===== config.mk =====
export PLATFORM = sky130hd
export DESIGN_NAME = io_channel_fifo
export DESIGN_NICKNAME = d
export VERILOG_FILES = /design/src/rtl/io_channel_fifo.sv
export SDC_FILE = /design/constraint.sdc
export NUM_CORES = 1
export LEC_CHECK = 0
export ABC_CLOCK_PERIOD_IN_PS = 8300
export CAP_MARGIN = 10
export CORE_MARGIN = 2
export CORE_UTILIZATION = 63
export DETAILED_ROUTE_END_ITERATION = 10
export GPL_ROUTABILITY_DRIVEN = 0
export PLACE_DENSITY_LB_ADDON = 0.08
export SYNTH_ARGS = -nofsm -noshare
export SYNTH_HDL_FRONTEND = slang
export SYNTH_SLANG_ARGS = --single-unit

===== constraint.sdc =====
create_clock -name i_clock -period 8.3 [get_ports i_clock]
set_input_delay 2.075 -clock i_clock [delete_from_list [all_inputs] [get_ports i_clock]]
set_output_delay 2.075 -clock i_clock [all_outputs]
set_load 0.01 [all_outputs]

===== src/rtl/io_channel_fifo.sv =====
// io_channel_fifo: buffered input/output channel pair for the zero machine.
// The input FIFO is filled from an external valid/ready stream and drained by the
// in instruction through a registered request/acknowledge port. The output FIFO is
// filled by the out instruction and drained by an external valid/ready consumer.
// When the output FIFO is full, OUT_WRAP selects between overwriting the oldest
// word and dropping the new one.

module io_channel_fifo #(
    parameter int unsigned WIDTH    = 12,
    parameter int unsigned DEPTH    = 8,
    parameter bit          OUT_WRAP = 1'b1,
    localparam int unsigned CW      = $clog2(DEPTH + 1)
) (
    input  logic             i_clock,
    input  logic             i_reset,
    // external producer -> input FIFO
    input  logic             i_s_in_valid,
    output logic             o_s_in_ready,
    input  logic [WIDTH-1:0] i_s_in_data,
    // machine side of the input FIFO
    output logic [CW-1:0]    o_in_size,
    input  logic             i_in_req,
    output logic [WIDTH-1:0] o_in_data,
    output logic             o_in_ack,
    // machine side of the output FIFO
    input  logic             i_out_req,
    input  logic [WIDTH-1:0] i_out_data,
    output logic             o_out_ack,
    // output FIFO -> external consumer
    output logic             o_m_out_valid,
    input  logic             i_m_out_ready,
    output logic [WIDTH-1:0] o_m_out_data,
    output logic [CW-1:0]    o_out_count,
    // sticky error flags
    output logic             o_underflow,
    output logic             o_overflow
);

    localparam int unsigned    PW       = $clog2(DEPTH);
    localparam logic [CW-1:0]  FULL_CNT = CW'(DEPTH);
    localparam logic [PW-1:0]  PTR_ONE  = PW'(1);

    // ------------------------------------------------------------------
    // Input FIFO state
    // ------------------------------------------------------------------
    logic [WIDTH-1:0] r_in_mem [DEPTH];
    logic [PW-1:0]    r_in_head;
    logic [PW-1:0]    r_in_tail;
    logic [CW-1:0]    r_in_count;
    logic [WIDTH-1:0] r_in_data;
    logic             r_in_ack;
    logic             r_underflow;

    logic             w_in_push;
    logic             w_in_pop;
    logic             w_in_empty;
    logic [CW-1:0]    w_in_count_next;

    // ------------------------------------------------------------------
    // Output FIFO state
    // ------------------------------------------------------------------
    logic [WIDTH-1:0] r_out_mem [DEPTH];
    logic [PW-1:0]    r_out_head;
    logic [PW-1:0]    r_out_tail;
    logic [CW-1:0]    r_out_count;
    logic             r_out_ack;
    logic             r_overflow;

    logic             w_out_pop;
    logic             w_out_full;
    logic             w_out_store;
    logic             w_out_wrap;
    logic             w_out_reject;
    logic             w_out_write;
    logic             w_out_head_adv;
    logic [CW-1:0]    w_out_count_next;

    // Input FIFO handshake decode; ready depends on the registered count only.
    always_comb begin
        w_in_empty      = (r_in_count == '0);
        o_s_in_ready    = (r_in_count < FULL_CNT);
        w_in_push       = i_s_in_valid && o_s_in_ready;
        // A pop only sees words already held; a same-cycle push is not visible.
        w_in_pop        = i_in_req && !w_in_empty;
        w_in_count_next = r_in_count + CW'(w_in_push) - CW'(w_in_pop);
    end

    // Input FIFO pointers, count, pop result and underflow flag.
    always_ff @(posedge i_clock) begin
        if (i_reset) begin
            r_in_head   <= '0;
            r_in_tail   <= '0;
            r_in_count  <= '0;
            r_in_data   <= '0;
            r_in_ack    <= 1'b0;
            r_underflow <= 1'b0;
        end else begin
            r_in_count <= w_in_count_next;
            r_in_ack   <= w_in_pop;
            if (w_in_push) begin
                r_in_tail <= r_in_tail + PTR_ONE;
            end
            if (w_in_pop) begin
                r_in_head <= r_in_head + PTR_ONE;
            end
            if (i_in_req) begin
                // Empty pop returns zero with no acknowledge.
                r_in_data <= w_in_pop ? r_in_mem[r_in_head] : '0;
            end
            if (i_in_req && w_in_empty) begin
                r_underflow <= 1'b1;
            end
        end
    end

    // Input FIFO storage; contents are not cleared by reset.
    always_ff @(posedge i_clock) begin
        if (!i_reset && w_in_push) begin
            r_in_mem[r_in_tail] <= i_s_in_data;
        end
    end

    // Output FIFO decode: normal store, wrap-overwrite, or rejected request.
    always_comb begin
        w_out_full       = (r_out_count == FULL_CNT);
        w_out_pop        = (r_out_count != '0) && i_m_out_ready;
        // A same-cycle pop frees a slot, so a full FIFO still accepts normally.
        w_out_store      = i_out_req && (!w_out_full || w_out_pop);
        w_out_reject     = i_out_req && w_out_full && !w_out_pop;
        w_out_wrap       = w_out_reject && OUT_WRAP;
        w_out_write      = w_out_store || w_out_wrap;
        // Overwriting the oldest word drops it, so the head moves with the tail.
        w_out_head_adv   = w_out_pop || w_out_wrap;
        w_out_count_next = r_out_count + CW'(w_out_store) - CW'(w_out_pop);
    end

    // Output FIFO pointers, count, acknowledge and overflow flag.
    always_ff @(posedge i_clock) begin
        if (i_reset) begin
            r_out_head  <= '0;
            r_out_tail  <= '0;
            r_out_count <= '0;
            r_out_ack   <= 1'b0;
            r_overflow  <= 1'b0;
        end else begin
            r_out_count <= w_out_count_next;
            r_out_ack   <= w_out_write;
            if (w_out_write) begin
                r_out_tail <= r_out_tail + PTR_ONE;
            end
            if (w_out_head_adv) begin
                r_out_head <= r_out_head + PTR_ONE;
            end
            if (w_out_reject) begin
                r_overflow <= 1'b1;
            end
        end
    end

    // Output FIFO storage; contents are not cleared by reset.
    always_ff @(posedge i_clock) begin
        if (!i_reset && w_out_write) begin
            r_out_mem[r_out_tail] <= i_out_data;
        end
    end

    // Output port mapping; the output head is a fall-through read of storage.
    always_comb begin
        o_in_size     = r_in_count;
        o_in_data     = r_in_data;
        o_in_ack      = r_in_ack;
        o_underflow   = r_underflow;
        o_out_ack     = r_out_ack;
        o_overflow    = r_overflow;
        o_out_count   = r_out_count;
        o_m_out_valid = (r_out_count != '0);
        o_m_out_data  = r_out_mem[r_out_head];
    end

endmodule


==> impl_metrics.toml, run 1 <==
[run_status]
outcome = "finished clean"

[final_layout]
antennaDiodeCount = 0
fin_area_um2 = 10900
layout-area-overhead-vs-synth_pct = 18.0
final_layout_size_suffix_gt1_frac = 0.146
final_util = 0.753
nNetsFinal = 647
seqCellArea_um2 = 6610
nFillCells = 840
multi_input_area_um2 = 2420

[global_routing]
track_usage = 0.219
grt_pass1_vias = 4858
grt_max_degree = 45
antenna_found_initial = 0
grt-ovfl-total = 0
grt_pass1_wl_um = 26500

[cts]
clock_latency_ns = 0.51
htreeDepth = 1
clock_path_buffers = 3
clockRootBuffer = "clkbuf_16"
cts.repair.resized = 0
cts_tree = "yes"
cts.sinks = 234
cts_buffers = 23
clk_transition_reported_paths_ns = 0.06
cts_setup_buffers = 0
holdBufCountCts = 0

[worst_setup_path]
critPathCaptureType = "output pin"
cp_max_fo = 24
required_ns = 6.23
path_buf_inv = 1
start_kind = "flop"
r2r-end = "o_in_data[4]"
slowest_delay_ns = 0.98
r2r_cells = 4
path_cells = "mux4_1, mux2_2, clkdlybuf4s50_1"
slowest_stage = "dfxtp_1"
crit_family = "flip-flops"
worstSetupPathType = "reg -> out"
crit_arrival_ns = 2.67
rrSetupSlack_ns = 5.78

[power_and_ir_drop]
p_comb_frac = 0.226
pwr-share-clk = 0.320
power_density_nw_per_um2 = 285
seqPwrFrac = 0.455
fin_total_pwr_mw = 3.10
power_switching_mw = 0.791
switching_share = 0.256
p_int_mw = 2.30
vdd_ir_drop_max_mv = 0.234
p_leak_nw = 3.64

[synthesis]
synth_cells = 513
syn_area_um2 = 9210
syn-num-nets = 559
synth_edf_count = 192
synth.largest_area_cell = "edfxtp_1"
synth_seq_area_share = 0.717
synth_area_leaders = "edfxtp_1, dfxtp_1, mux4_1"
synth.avg_cell_area_um2 = 18.0
synth_ff_type = "edfxtp_1"
ys_ff_latch = 234
synthArstFlopShare = 0
synth.distinct_cells = 40
synth_top_area_frac = 0.626
yosys_warnings = 0

[sta]
relSlewSlack = 0.244
slew_violations = 0
skew_ns = 0.0158
fin_tns_setup_ns = 0
setup_viol = 0
worstMarginPinSlew_ns = 1.13
fin_crit_sh = 0.571
hold_viol = 0
rsz0062_at_grt = "false"
fin_crit_ns = 4.74
max_freq_ghz = 0.211

[hold_path]
min_to = "o_overflow"
worstHoldStart = "o_overflow"
hold_depth = 2
hp-class = "reg -> reg"

[die]
initial_core_util = 0.639
coreArea_um2 = 14400
die-area_um2 = 15600
die_w_um = 125
die_h_um = 125
pin_count = 68
num_rows = 44

[detailed_routing]
firstDrtPassIters = 4
viasPerCell = 5.85
route.vias.total = 4689
post-route-drc-count = 0
wl_per_cell_um = 21.1
drtAntennaViolNets = 0
wl_um = 16900
drt_iter0_markers = 299

[place]
place_hpwl_um = 10600
portBuffers = 67
placed_area_um2 = 10100

[run]
max_cap_violations = 0
==> synth_stat cells, drive strengths merged (2+ instances only) <==
| cell type | count |
|---|---|
| edfxtp | 192 |
| dfxtp | 42 |
| mux4 | 36 |
| mux2i | 28 |
| nor2 | 28 |
| nand2b | 27 |
| a21oi | 20 |
| buf | 16 |
| ha | 14 |
| inv | 13 |
| mux2 | 12 |
| nand2 | 12 |
| nand3 | 12 |
| a22oi | 9 |
| clkbuf | 8 |
| nor2b | 8 |
| nor3 | 5 |
| xnor2 | 5 |
| xor2 | 5 |
| o2111ai | 3 |
| a21o | 2 |
| fa | 2 |
| nor4 | 2 |
| nor4b | 2 |
==> sequential cells by signal, summed over array words and instances (netlist names), named ones only <==
name / flops
o_underflow: 1
r_in_head: 3
r_out_tail: 3
o_in_size: 4
o_out_count: 4
o_in_ack: 1
r_in_mem: 96
o_overflow: 1
o_in_data: 12
o_out_ack: 1
r_out_head: 3
r_out_mem: 96
r_in_tail: 3
==> kinds of logic after synthesis <==
| kind of cell | after synthesis | share of synthesized area |
|---|---|---|
| buffers and inverters | 37 | 0.0221 |
| DFF | 234 | 0.717 |
| xor gates and xnor gates | 10 | 0.00951 |
| AOI/OAI and AO/OA | 37 | 0.0259 |
| and+or+nand+nor | 103 | 0.0588 |
| muxes | 76 | 0.143 |
| adders and majority gates | 16 | 0.0234 |
==> cell type report <==
type                       instances  area share
multi-input combinational        242       0.223
tap                              184      0.0212
clock buffer                      29      0.0587
clock inverter                    12     0.00875
sequential                       234       0.608
timing repair buffer              87      0.0755
inverter                          13     0.00449
==> stage by stage <==
step,cells,worst slack [ns],hold WS (ns)
2_1_floorplan,513,4.04,0.460
3_3_place_gp,760,3.86,0.453
3_5_place_dp,760,3.74,0.463
4_1_cts,801,3.48,0.477
5_1_grt,801,3.41,0.492
6_report,801,3.56,0.471
==> cell usage in the layout (no fill, tap or decap), types with 3 or more instances in the layout <==
cell type | synthesis | routed
edfxtp_1 | 192 | 192
clkdlybuf4s50_1 | 0 | 67
dfxtp_1 | 42 | 41
mux2i_1 | 28 | 28
nor2_1 | 28 | 28
nand2b_1 | 27 | 27
mux4_1 | 24 | 24
clkbuf_16 | 0 | 23
buf_4 | 2 | 20
a21oi_1 | 19 | 19
ha_1 | 14 | 14
inv_1 | 13 | 13
mux2_2 | 12 | 12
nand2_1 | 12 | 12
mux4_2 | 12 | 12
nand3_1 | 12 | 12
a22oi_1 | 9 | 9
nor2b_1 | 8 | 8
nor3_1 | 5 | 5
xor2_1 | 5 | 5
xnor2_1 | 5 | 5
clkinv_2 | 0 | 5
clkbuf_8 | 0 | 4
o2111ai_1 | 3 | 3
==> how the worst max path moves through the flow <==
| stage | from | endpoint | slack [ns] | cells after the start |
|---|---|---|---|---|
| floorplan | i_s_in_valid | r_in_mem[2][0] | 4.04 | 3 |
| global placement | i_s_in_valid | r_in_mem[4][0] | 3.86 | 5 |
| detailed placement | i_s_in_valid | r_in_mem[4][10] | 3.74 | 5 |
| CTS | flop | o_m_out_data[9] | 3.48 | 3 |
| global route | flop | o_m_out_data[5] | 3.41 | 3 |
| finish | flop | o_m_out_data[9] | 3.56 | 3 |
==> power groups by stage <==
stage / Sequential (mW) / Combinational [mW] / Clock [mW]
2_1_floorplan: 1.41 / 0.493 / 0
3_3_place_gp: 1.43 / 0.687 / 0
3_5_place_dp: 1.43 / 0.703 / 0
4_1_cts: 1.41 / 0.707 / 1.01
5_1_grt: 1.42 / 0.764 / 1.05
6_report: 1.41 / 0.699 / 0.990
==> metal layers <==
layer / global-route usage / part of all wire / vias up
met5: 0 / 0 / -
met4: 0.0608 / 0.021 / 0
met3: 0.0314 / 0.035 / 32
met2: 0.404 / 0.54 / 114
met1: 0.272 / 0.40 / 2359
li1: - / - / 2184
==> worst register-to-register path: stages (launching register included) <==
cell	delay, ns
dfxtp_1	1.05
nor2b_1	0.86
a22oi_1	0.23
nand3_1	0.17
a21oi_1	0.07
No activity file was read; power rests on OpenSTA's default activity.
==> run 2, diff against run 1 <==
Settings changed: ABC_CLOCK_PERIOD_IN_PS 8300 to 4000, CORE_UTILIZATION 63 to 52.
Clock period 8.3 ns to 4 ns, I/O delays scaled along.
==> impl_metrics.toml, run 2 (synthesized netlist as in run 1, its figures left out) <==
[run_status]
outcome = "finished clean"

[die]
num_rows = 48
initial_core_util = 0.532
pin_count = 68
die_h_um = 137
die-area_um2 = 18800
coreArea_um2 = 17300
die_w_um = 137

[sta]
relSlewSlack = 0.361
max_freq_ghz = 0.281
skew_ns = 0.00562
fin_crit_sh = 0.889
fin_tns_setup_ns = 0
worstMarginPinSlew_ns = 0.958
rsz0062_at_grt = "false"
fin_crit_ns = 3.56
hold_viol = 0
setup_viol = 0
slew_violations = 0

[cts]
clockRootBuffer = "clkbuf_16"
cts_buffers = 25
cts_setup_buffers = 0
cts.sinks = 234
htreeDepth = 1
holdBufCountCts = 0
clock_path_buffers = 3
cts_tree = "yes"
cts.repair.resized = 0
clk_transition_reported_paths_ns = 0.06
clock_latency_ns = 0.51

[detailed_routing]
wl_per_cell_um = 20.1
firstDrtPassIters = 4
drtAntennaViolNets = 0
route.vias.total = 4694
post-route-drc-count = 0
wl_um = 17200
drt_iter0_markers = 229
viasPerCell = 5.49

[worst_setup_path]
start_kind = "flop"
required_ns = 3.00
crit_arrival_ns = 2.56
cp_max_fo = 24
critPathCaptureType = "output pin"
worstSetupPathType = "reg -> out"
rrSetupSlack_ns = 1.57

[place]
placed_area_um2 = 10300
dp_cells = 810
place_hpwl_um = 10700
portBuffers = 67

[final_layout]
final_cell_mix = "edfxtp_1, clkdlybuf4s50_1, dfxtp_1, buf_4"
final_cells = 855
nFillCells = 1210
layout_commonest_cell = "edfxtp_1"
nNetsFinal = 658
fin_area_um2 = 11100
layout-area-overhead-vs-synth_pct = 20.2
antennaDiodeCount = 0
final_layout_size_suffix_gt1_frac = 0.163
final_util = 0.640

[power_and_ir_drop]
seqPwrFrac = 0.446
p_int_mw = 4.96
p_comb_frac = 0.216
switching_share = 0.251
pwr-share-clk = 0.338
fin_total_pwr_mw = 6.62
p_leak_nw = 3.73
power_density_nw_per_um2 = 598
vdd_ir_drop_max_mv = 0.417
power_switching_mw = 1.66

[global_routing]
grt_pass1_vias = 4839
antenna_found_initial = 0
grt-ovfl-total = 0
track_usage = 0.192
grt_max_degree = 45
grt_pass1_wl_um = 26800

[run]
max_cap_violations = 0

[hold_path]
hp-class = "reg -> reg"
run 2: cell count changes in the layout (fill, tap and decap cells not counted), moves of 2 or more:
cell,before,now
clkinvlp_4,2,0
nor3_1,5,3
clkinv_1,2,0
buf_4,20,29
clkbuf_16,23,25
clkbuf_1,2,7
nor3_2,0,2
run 2: cell type report:
cell class | instances | area (um^2) | area share
multi-input combinational | 242 | 2430 | 0.220
inverter | 13 | 48.8 | 0.00441
clock buffer | 37 | 721 | 0.0651
timing repair buffer | 96 | 883 | 0.0798
tap | 225 | 282 | 0.0254
sequential | 234 | 6610 | 0.597
clock inverter | 8 | 90.1 | 0.00814
run 2: stage by stage:
| stage | setup WS, ns | hold WS [ns] |
|---|---|---|
| after CTS | 0.399 | 0.473 |
| after detailed placement | 0.766 | 0.459 |
| final | 0.444 | 0.469 |
| after global placement | 0.889 | 0.454 |
| after floorplan | 0.819 | 0.460 |
| after global routing | 0.317 | 0.492 |
run 2: final timing paths:
kind                            cells after the start              end      startpoint
worst max-delay path                                4  o_m_out_data[2]            flop
worst min-delay path                                2     o_in_data[3]    o_in_data[3]
worst max register to register                     10   o_out_count[2]  o_out_count[2]
worst min register to register                      2     o_in_data[3]    o_in_data[3]
run 2: worst max-delay path: stages (launching register included):
cell and delay [ns]:
dfxtp_1 0.30, buf_4 0.36, mux4_1 0.60, mux2_2 0.30, clkdlybuf4s50_1 0.48
run 2: power groups by stage:
stage	registers [mW]	clock network, mW	logic, mW
finish	2.95	2.24	1.43
global route	2.98	2.41	1.56
CTS	2.96	2.30	1.45
detailed placement	3.01	0	1.45
global placement	3.00	0	1.41
floorplan	2.94	0	1.02
run 2: metal layers:
layer | share of wire | up-vias | track usage
li1 | - | 2201 | -
met1 | 0.39 | 2354 | 0.234
met2 | 0.53 | 102 | 0.343
met3 | 0.052 | 37 | 0.0378
met4 | 0.028 | 0 | 0.0641
met5 | 0 | - | 0
